**config.mk**
```make
export PLATFORM = sky130hd
export DESIGN_NAME = contador_iteraciones
export DESIGN_NICKNAME = d
export VERILOG_FILES = /design/src/rtl/contador_iteraciones.sv
export SDC_FILE = /design/constraint.sdc
export NUM_CORES = 1
export LEC_CHECK = 0
export CORE_MARGIN = 4
export CORE_UTILIZATION = 45
export CTS_BUF_LIST = sky130_fd_sc_hd__clkbuf_16
export CTS_CLUSTER_SIZE = 10
export DETAILED_ROUTE_END_ITERATION = 6
export PLACE_DENSITY = 0.68
export SLEW_MARGIN = 10
export SYNTH_ARGS = -nofsm -noshare
export SYNTH_HDL_FRONTEND = slang
export SYNTH_SLANG_ARGS = --single-unit
```
**constraint.sdc**
```tcl
create_clock -name clk -period 5.9 [get_ports clk]
set_input_delay 1.475 -clock clk [delete_from_list [all_inputs] [get_ports clk]]
set_output_delay 1.475 -clock clk [all_outputs]
set_load 0.05 [all_outputs]
```
**src/rtl/contador_iteraciones.sv**
```systemverilog
// contador_iteraciones: iteration counter with a start/busy/done handshake.
// Counts down from n_i to 0 or up from 0 to n_i, in one-shot or auto-reload
// mode, with a one-cycle terminal-count pulse and a saturating round counter.
// The limit, direction and mode are captured at start, so the controlling FSM
// may change n_i while a count is in progress.
// Optional build macro: CONTADOR_PRESCALER_EN adds presc_i and a prescaler that
// divides the enabled cycles before each step.

module contador_iteraciones #(
    parameter int unsigned WIDTH   = 8,
    parameter int unsigned ROUND_W = 4,
    parameter int unsigned PRESC_W = 4
) (
    input  logic               clk,
    input  logic               rst,
    input  logic               start_i,
    input  logic               stop_i,
    input  logic               en_i,
    input  logic [WIDTH-1:0]   n_i,
    input  logic               dir_i,
    input  logic               auto_reload_i,
`ifdef CONTADOR_PRESCALER_EN
    input  logic [PRESC_W-1:0] presc_i,
`endif
    output logic [WIDTH-1:0]   count_o,
    output logic               busy_o,
    output logic               tc_o,
    output logic               done_o,
    output logic [ROUND_W-1:0] rounds_o
);

    typedef enum logic [1:0] {
        StIdle,
        StRun,
        StDone
    } state_e;

    state_e             state_q, state_d;
    logic [WIDTH-1:0]   count_q, count_d;
    logic [WIDTH-1:0]   lim_q, lim_d;
    logic               dir_q, dir_d;
    logic               ar_q, ar_d;
    logic               tc_q, tc_d;
    logic [ROUND_W-1:0] rounds_q, rounds_d;

    logic [WIDTH-1:0]   init_val;
    logic [WIDTH-1:0]   term_val;
    logic               start_ok;
    logic               step_hit;

    // Start and terminal values follow the captured direction, not dir_i.
    assign init_val = dir_q ? '0 : lim_q;
    assign term_val = dir_q ? lim_q : '0;

    // A start is only honoured outside RUN; in RUN it is ignored.
    assign start_ok = start_i && (state_q != StRun);

`ifdef CONTADOR_PRESCALER_EN
    logic [PRESC_W-1:0] presc_q, presc_d;

    // A step happens only on the enabled cycle where the prescaler reaches presc_i.
    assign step_hit = (presc_q == presc_i);

    // Prescaler next state: cleared on stop/start, advanced or wrapped on enabled RUN cycles.
    always_comb begin
        presc_d = presc_q;
        if (stop_i || start_ok) begin
            presc_d = '0;
        end else if ((state_q == StRun) && en_i) begin
            presc_d = step_hit ? '0 : presc_q + PRESC_W'(1);
        end
    end

    // Prescaler register.
    always_ff @(posedge clk) begin
        if (rst) begin
            presc_q <= '0;
        end else begin
            presc_q <= presc_d;
        end
    end
`else
    logic [PRESC_W-1:0] presc_lim;

    // No prescaler: a zero limit makes every enabled cycle a step.
    assign presc_lim = '0;
    assign step_hit  = ~|presc_lim;
`endif

    // Next-state logic; priority is stop, then start, then enable.
    always_comb begin
        state_d  = state_q;
        count_d  = count_q;
        lim_d    = lim_q;
        dir_d    = dir_q;
        ar_d     = ar_q;
        rounds_d = rounds_q;
        tc_d     = 1'b0;

        if (stop_i) begin
            // Abort keeps count and rounds visible; done clears via the state.
            state_d = StIdle;
        end else if (start_ok) begin
            lim_d    = n_i;
            dir_d    = dir_i;
            ar_d     = auto_reload_i;
            count_d  = dir_i ? '0 : n_i;
            rounds_d = '0;
            state_d  = StRun;
        end else if ((state_q == StRun) && en_i && step_hit) begin
            if (count_q == term_val) begin
                tc_d = 1'b1;
                if (ar_q) begin
                    count_d = init_val;
                    if (rounds_q != '1) begin
                        rounds_d = rounds_q + ROUND_W'(1);
                    end
                end else begin
                    // One-shot: count parks on the terminal value.
                    state_d = StDone;
                end
            end else if (dir_q) begin
                count_d = count_q + WIDTH'(1);
            end else begin
                count_d = count_q - WIDTH'(1);
            end
        end
    end

    // State and datapath registers with synchronous reset.
    always_ff @(posedge clk) begin
        if (rst) begin
            state_q  <= StIdle;
            count_q  <= '0;
            lim_q    <= '0;
            dir_q    <= 1'b0;
            ar_q     <= 1'b0;
            tc_q     <= 1'b0;
            rounds_q <= '0;
        end else begin
            state_q  <= state_d;
            count_q  <= count_d;
            lim_q    <= lim_d;
            dir_q    <= dir_d;
            ar_q     <= ar_d;
            tc_q     <= tc_d;
            rounds_q <= rounds_d;
        end
    end

    // Outputs come straight from registers.
    assign count_o  = count_q;
    assign busy_o   = (state_q == StRun);
    assign done_o   = (state_q == StDone);
    assign tc_o     = tc_q;
    assign rounds_o = rounds_q;

    // The count never leaves the range bounded by the captured limit.
    assert property (@(posedge clk) disable iff (rst) count_q <= lim_q);

    // A terminal pulse can only follow a cycle spent in RUN.
    assert property (@(posedge clk) disable iff (rst) tc_q |-> ($past(state_q) == StRun));

endmodule

```
==> flow_results.org, run 1 <==
** Clocking
- Clock tree from TritonCTS :: yes
- Master cell of the clock root buffer :: sky130_fd_sc_hd__clkbuf_16
- The clock net in this run drives a total of 25 sinks.
- In this run, CTS created clock tree buffers numbering 3.
- The later pin in the worst-skew pair is clocked with a latency of 0.26 ns.
- Counting along the longest clock path gives a buffer depth of 2.
- CTS built an H-tree with a depth of 1.
- Post-CTS repair changed the size of 0 cells.
- After clock tree synthesis, the setup repair step added 0 buffers.
- The number of hold buffers added after CTS was 0.
- After clock tree synthesis, the clock-pin slew on the worst setup and hold paths is 0.07 ns.

** Worst setup path
- The worst register-to-register path ends at rounds_o[2].
- The critical path is of the primary input to flop type.
- Critical Path RT :: 6.05 ns
- Setup slack, reg-to-reg :: 2.77 ns
- Element type at the critical path end :: flop
- R2R depth :: 7
- R2R Path Start :: dir_q
- STA classifies the critical path startpoint as a primary input.
- Worst-path fanout max :: 25
- Data on the critical path arrives at its endpoint at 3.33 ns.

** Final layout
- The library cell used most frequently in the layout, excluding fill and tap cells, is sky130_fd_sc_hd__clkdlybuf4s50_1.
- Number of nets in the layout :: 257
- Most frequent cells in the layout :: 29 x sky130_fd_sc_hd__clkdlybuf4s50_1, 28 x sky130_fd_sc_hd__nand2_1, 25 x sky130_fd_sc_hd__dfxtp_1, 22 x sky130_fd_sc_hd__a21oi_1, 16 x sky130_fd_sc_hd__o21ai_0
- The number of antenna diodes in the final layout is 0.
- Fin util :: 56.65%
- Compared with the post-synthesis result, the final layout area differs by 20.14%.
- Fill cell count :: 352
- Non-Filler Instances :: 281
- Share of post-route cells with drive strength above 1 :: 9.442%

** Worst hold path
- Along the worst hold path, the cell count comes to 2.
- Hold Path Class :: flop to flop
- The startpoint identified for the worst hold timing path is state_q[1].
- The worst hold path terminates at state_q[1].

** STA
- Min Clock Period, post-route :: 3.174 ns
- Worst rel slew slack :: 21.85%
- Setup violations remaining at the end of the flow were counted as 0.
- Adding up every negative setup slack in the final design gives 0 ns.
- Final worst clock skew :: 0.005180 ns
- Transition at the pin with the smallest max-transition slack :: 1.169 ns
- The final number of max-transition violations is 0.
- The final count of hold timing violations came to 0.
- Final cycle utilization of the critical path :: 53.80%
- Setup repair after global routing left no endpoint under its margin.
- Fmax :: 315.0 MHz

** Logic synthesis
- Summed over all instances, the cell type with the most area after synthesis is sky130_fd_sc_hd__dfxtp_1.
- Share of async-settable or async-resettable flops after synthesis :: 0%
- Yosys printed 0 warnings.
- By area the synthesized netlist is led by sky130_fd_sc_hd__dfxtp_1 29%, sky130_fd_sc_hd__a21oi_1 6.3%, sky130_fd_sc_hd__nand2_1 6.0%.
- Dividing the synthesized area by the synthesized cell count gives 8.243 um2.
- After synthesis, the netlist uses 52 different library cells.
- The cell count after synthesis came out at 211.
- Post-synthesis register bit count :: 25
- Main flop type after synthesis :: sky130_fd_sc_hd__dfxtp_1
- In this run, synthesis inferred 0 flip-flops with an integrated enable.
- Share of the synthesized area in the top cell type :: 28.78%
- Post-synthesis instance area :: 0.001739 mm2
- Portion of the post-synthesis area used by sequential elements :: 28.78%
- Post-Syn Nets :: 234

** Detailed routing
- The detail route stage leaves a number of antenna-violating nets equal to 0.
- Average vias per placed instance :: 5.694
- Routed metal-1 wirelength :: 1985 um
- Routed vias :: 1600
- Wire segments on met2 add up to 1981 um in the final route.
- Routed signal wires occupy layers up through met4.
- DRC violation count after routing :: 0
- Met3 layer wire length in the routed design :: 137 um
- After detailed routing, the average wire length per cell comes to 14.66 um.
- Iteration-0 DRC Markers :: 83
- Post-detailed-routing wire length :: 4119 um
- The first detailed-routing pass took 6 iterations.

** Floorplan
- X dimension of the die :: 70.17 um
- The die is 70.17 um tall.
- The floorplan step defined a die boundary enclosing 0.004923 mm2.
- The initialized floorplan defines 22 standard-cell rows.
- 30 I/O pins were placed.
- Core Region :: 0.003689 mm2
- The initial utilization of the core area, before any placement, comes to 47.15%.

** Power
- Power share of the clock group :: 27.5%
- Power share of the combinational group :: 37.3%
- Design internal power :: 0.3593 mW
- Fraction of power consumed by sequential logic :: 35.2%
- Dividing total power by cell area gives a power density of 262.6 mW/mm2.
- IR drop worst, VDD :: 0.0001597 V
- Net switching fraction of the power :: 34.51%
- After layout, the design draws a total of 0.5486 mW.
- Summed over all cells, the static leakage comes to 0.7542 nW.
- In this run the power spent charging and discharging nets is 0.1893 mW.

** GRT
- The via count of the first global-routing pass came to 1443.
- Summed over all layers, the global routing overflow is 0.
- The initial antenna violation count is 0.
- Overall track demand over capacity in global routing :: 16.56%
- The first global-routing pass estimated 6837 um of wire.
- Entering global routing, the biggest net connects 29 pins.

** Run
- Across the run, the number of max-cap violations was 0.

** Place
- Final RePlAce weighted congestion :: 0.7767
- Hpwl dp :: 3018 um
- Port buffering added 29 buffers.
- The number of placed instances, taps included, is 277.

** Run status
- The run finished with clean final reports.
## final cells by class
cell class | count | area, um2 | share of cell area, %
Inverter | 10 | 37.54 | 1.796
Timing Repair Buffer | 29 | 290.3 | 13.89
Sequential cell | 25 | 500.5 | 23.95
Clock buffer | 3 | 75.07 | 3.593
Tap cell | 48 | 60.06 | 2.874
Multi-Input combinational cell | 165 | 1121 | 53.65
Clock inverter | 1 | 5.005 | 0.2395
## worst max-delay path: stages
cell and delay [ns]:
sky130_fd_sc_hd__clkdlybuf4s50_1 0.47, sky130_fd_sc_hd__nand2_1 0.43, sky130_fd_sc_hd__a21oi_1 0.33, sky130_fd_sc_hd__o31a_4 0.30, sky130_fd_sc_hd__nor2_1 0.08, sky130_fd_sc_hd__a311oi_2 0.24
## per-layer routing
layer / vias up / track usage [%]
met3: 2 / 3.453
met2: 31 / 26.97
met5: - / 0
met4: 0 / 1.915
li1: 817 / -
met1: 750 / 23.15
## registers in the layout (all words and copies together) (netlist names)
register / cells
tc_o: 1
ar_q: 1
dir_q: 1
count_o: 8
state_q: 2
rounds_o: 4
lim_q: 8
## worst max-delay path by stage
| stage | startpoint | endpoint | slack [ns] | cells past startpoint |
|---|---|---|---|---|
| after CTS | start_i | count_o[7] | 2.72 | 6 |
| after global routing | start_i | lim_q[1] | 2.51 | 5 |
| after floorplan | count_o[7] | rounds_o[2] | 3.28 | 8 |
| after detailed placement | start_i | count_o[7] | 2.46 | 5 |
| after global placement | start_i | count_o[6] | 2.51 | 6 |
| final | start_i | count_o[7] | 2.73 | 6 |
## synth_stat cells (4+ instances only)
cell / instances
sky130_fd_sc_hd__a211oi_2: 4
sky130_fd_sc_hd__a21oi_1: 22
sky130_fd_sc_hd__a22oi_1: 4
sky130_fd_sc_hd__clkbuf_1: 6
sky130_fd_sc_hd__dfxtp_1: 25
sky130_fd_sc_hd__ha_1: 7
sky130_fd_sc_hd__inv_1: 10
sky130_fd_sc_hd__mux2i_1: 6
sky130_fd_sc_hd__nand2_1: 28
sky130_fd_sc_hd__nand2b_1: 6
sky130_fd_sc_hd__nor2_1: 12
sky130_fd_sc_hd__o211ai_1: 4
sky130_fd_sc_hd__o21ai_0: 16
sky130_fd_sc_hd__xnor2_1: 5
## stage by stage
stage / hold WS, ns / instance area (um2) / setup WS, ns
2_1_floorplan: 0.4720 / 1739 / 3.279
3_3_place_gp: 0.4987 / 2009 / 2.515
3_5_place_dp: 0.5051 / 2009 / 2.455
4_1_cts: 0.5142 / 2090 / 2.718
5_1_grt: 0.5314 / 2090 / 2.515
6_report: 0.5080 / 2090 / 2.726
## cell families (layout without fill, tap and decap cells)
family,after synthesis,after routing,synth area share (%)
buf+inv,21,43,6.762
fa+ha+maj,8,8,6.187
mux,8,8,4.748
compound gates,72,72,29.64
xor+xnor,7,7,3.525
flops,25,25,28.78
simple gates,70,70,20.36
## power by group through the flow
stage	logic, mW	clock network, mW	registers (mW)
after CTS	0.205	0.152	0.193
final	0.204	0.151	0.193
after global placement	0.202	0	0.197
after detailed placement	0.204	0	0.197
after floorplan	0.153	0	0.213
after global routing	0.224	0.159	0.195
(Power assumes the default switching activity.)
==> inputs of run 2 (changes only) <==
- PLACE_DENSITY: 0.68 -> 0.7
- clock period: 5.9 -> 2.6 ns (I/O delays scaled with it)
==> run 2 against run 1 <==
Critical path depth rose by 4. Largest cell class unchanged. Worst setup slack got worse by 2.5 ns. Power rose by 140%. Non-clock buffer count rose by 17. Final area rose by 6.5%. Clock skew fell by 0.0032 ns. Routed wire length rose by 2.6%. Critical path type is now flop to flop. Via count rose by 3.8%.
==> flow_results.org, run 2 (synthesized netlist as in run 1, its figures left out) <==
** Worst setup path
- Critical Path RT :: 2.77 ns (-3.28 ns)
- The arrival time of data at the critical path endpoint came to 2.56 ns (-0.77 ns).
- The highest cell delay on the worst timing path came to 0.39 ns (-0.08 ns).
- Crit-path cells :: inv_2 > buf_4 > ha_1 > or2_2 > a21oi_1 > a21oi_1 > xnor2_1 > nand2_1 > mux2_2 > a311oi_2
- Tracing the worst setup path back leads to its startpoint at dir_q.
- Critical path launch point type :: flop
- The maximum fanout along the worst path came to 7 (-72%).
- The critical path is of the flop to flop type.
- Cell repeated most along the worst path :: sky130_fd_sc_hd__a21oi_1
- The worst setup path is captured at a flop.
- The number of buffer and inverter stages on the critical path was 2 (+1).
- Broken down by cell family, the worst path's largest delay share belongs to compound AO/OA/AOI/OAI gates.
- The startpoint identified for the worst register-to-register timing path is dir_q.
- The slowest stage of the critical path is the sky130_fd_sc_hd__dfxtp_1 cell.

** STA
- After layout, the worst path uses 92.21% of the clock period.
- The worst max-slew margin expressed relative to the limit is 66.86% (+45 points).
- Counting I/O delays and the setup requirement, the final critical path takes 2.397 ns.
- Setup TNS :: 0 ns (unchanged)
- The pin slew with the least headroom to its limit was 0.4956 ns (-0.6729 ns).
- Final Hold Viols :: 0 (unchanged)
- Final worst clock skew :: 0.002013 ns (-0.003168 ns)
- The final worst hold slack is 0.5038 ns (-0.004229 ns).
- The final number of max-transition violations is 0 (unchanged).
- The number of failing setup endpoints in the final timing report came to 0 (unchanged).
- Setup repair after global routing left no endpoint under its margin.
- Fmax :: 417.1 MHz

** Detailed routing
- Post-detailed-routing wire length :: 4226 um (+2.6%)
- Highest signal layer in the routed design :: met4
- The met2 wirelength from detailed routing is 1968 um (-0.66%).
- The number of design-rule violations left by the first detailed-router iteration came to 96 (+16%).
- The wire length per cell after detailed routing came to 14.18 um (-3.3%).
- Met3 layer wire length in the routed design :: 220 um (+61%)
- The total number of vias came to 1660 (+3.8%).
- The number of detailed-route iterations in the first pass is 4 (-2).
- Remaining antenna violation count :: 0 (unchanged)
- Routed metal-1 wirelength :: 2013 um (+1.4%)
- The post-route DRC violation count was 0 (unchanged).
- The per-cell via count in the routed design came to 5.570 (-2.2%).

** Worst hold path
- In this run the most critical hold path is launched from state_q[0].
- Hold Path Class :: flop to flop

** Clocking
- Number of buffers inserted during clock tree synthesis :: 3 (unchanged)
- # clock sinks :: 25 (unchanged)
- The tree is rooted in a sky130_fd_sc_hd__clkbuf_16.
- Clock Latency Late Sink :: 0.26 ns (about the same)
- The post-CTS setup-driven buffer insertion count was 0 (unchanged).
- The clock-pin slew on the worst setup and hold paths is 0.06 ns (about the same).
- The H-tree depth came to 1 (unchanged).
- Post-CTS resize count :: 0 (unchanged)
- Number of hold-repair buffers added at the cts stage :: 0 (unchanged)
- Longest Clk Path Bufs :: 2 (unchanged)
- TritonCTS built the clock tree.

** Floorplan
- The starting density of the core was 47.15% (unchanged).
- Boundary Pins :: 30 (unchanged)
- Die outline area :: 0.004923 mm2 (unchanged)
- Core Region :: 0.003689 mm2 (unchanged)
- The standard-cell row count was 22 (unchanged).
- The die outline width is 70.17 um (unchanged).
- The vertical die dimension came to 70.17 um (unchanged).

** GRT
- Vias in the first global route :: 1570 (+8.8%)
- First-pass GRT wire length :: 7507 um (+9.8%)
- Overall track demand over capacity in global routing :: 18.63% (+2.1 points)
- The largest net degree at the start of global routing came to 18 (-38%).
- Initial antenna violation count :: 0 (unchanged)
- The sum of overflow across all layers after global routing came to 0 (unchanged).

** Final layout
- Number of nets in the layout :: 274 (+6.6%)
- The library cells used most frequently in the layout, excluding fill and tap cells, are 29 x sky130_fd_sc_hd__clkdlybuf4s50_1, 28 x sky130_fd_sc_hd__nand2_1, 24 x sky130_fd_sc_hd__dfxtp_1, 21 x sky130_fd_sc_hd__a21oi_1, 17 x sky130_fd_sc_hd__buf_4.
- Fin util :: 60.31% (+3.7 points)
- Share of post-route cells with drive strength above 1 :: 16.80% (+7.4 points)
- Most common library cell in the layout ignoring fill and taps :: sky130_fd_sc_hd__clkdlybuf4s50_1
- The number of filler cells placed in the layout came to 353 (+0.28%).
- Relative to the synthesized area, the layout overhead comes to 27.91%.
- Non-Filler Instances :: 298 (+6.0%)
- Antenna Cells :: 0 (unchanged)

** Run
- Number of max-capacitance violations reported :: 0 (unchanged)

** Place
- The sum of net half-perimeters after detailed placement was 3159 um (+4.7%).
- I/O Buffers :: 29 (unchanged)
- Final RePlAce weighted congestion :: 0.7959 (+2.5%)
- The number of placed instances with taps included came to 294 (+6.1%).

** Power
- The static leakage came to 0.8401 nW (+11%).
- The total power per unit cell area was 581.9 mW/mm2 (+120%).
- IR drop worst, VDD :: 0.0003173 V (+99%)

** Run status
- Outcome :: completed
-- run 2: cell types whose count changed in the layout (fill, tap and decap cells not counted), sizes merged --
cell / previous run / this run
clkinv: 1 / 0
buf: 0 / 17
inv: 10 / 11
-- run 2: worst paths after layout --
kind	to	slack [ns]	cells past startpoint
max reg2reg	count_o[7]	0.20	10
min reg2reg	state_q[0]	0.50	2
min	state_q[0]	0.50	2
max	count_o[7]	0.20	10
-- run 2: worst register-to-register path, cell delays in order, from the launching register on --
cell	delay (ns)
sky130_fd_sc_hd__dfxtp_1	0.39
sky130_fd_sc_hd__inv_2	0.10
sky130_fd_sc_hd__buf_4	0.17
sky130_fd_sc_hd__ha_1	0.33
sky130_fd_sc_hd__or2_2	0.33
sky130_fd_sc_hd__a21oi_1	0.14
sky130_fd_sc_hd__a21oi_1	0.07
sky130_fd_sc_hd__xnor2_1	0.14
sky130_fd_sc_hd__nand2_1	0.07
sky130_fd_sc_hd__mux2_2	0.34
sky130_fd_sc_hd__a311oi_2	0.24
-- run 2: routing by layer --
metal	track usage, %	vias to the layer above
met5	0	-
met4	5.106	0
met3	4.029	2
met2	30.01	35
met1	25.02	771
li1	-	852
-- run 2: through the flow --
stage                     power [mW]  setup slack (ns)  area, um2
final                          1.295            0.2025       2225
after global routing           1.379          0.008173       2225
after CTS                      1.296            0.1427       2217
after detailed placement      0.9503            0.1605       2138
after global placement        0.9447            0.2156       2138
after floorplan               0.8300           0.01256       1740
-- run 2: area by class of cell --
cell class	count	area, um2	area share [%]
Tap cell	48	60.06	2.700
Sequential cell	25	501.7	22.55
Timing Repair Buffer	46	417.9	18.79
Clock buffer	3	75.07	3.375
Clock inverter	1	3.754	0.1687
Inverter	10	37.54	1.687
Multi-Input combinational cell	165	1129	50.73
-- run 2: power breakdown --
part	leakage, nW	internal [mW]	switching, mW
Sequential	0.204	0.405	0.0281
Combinational	0.594	0.244	0.274
Clock	0.0423	0.206	0.138
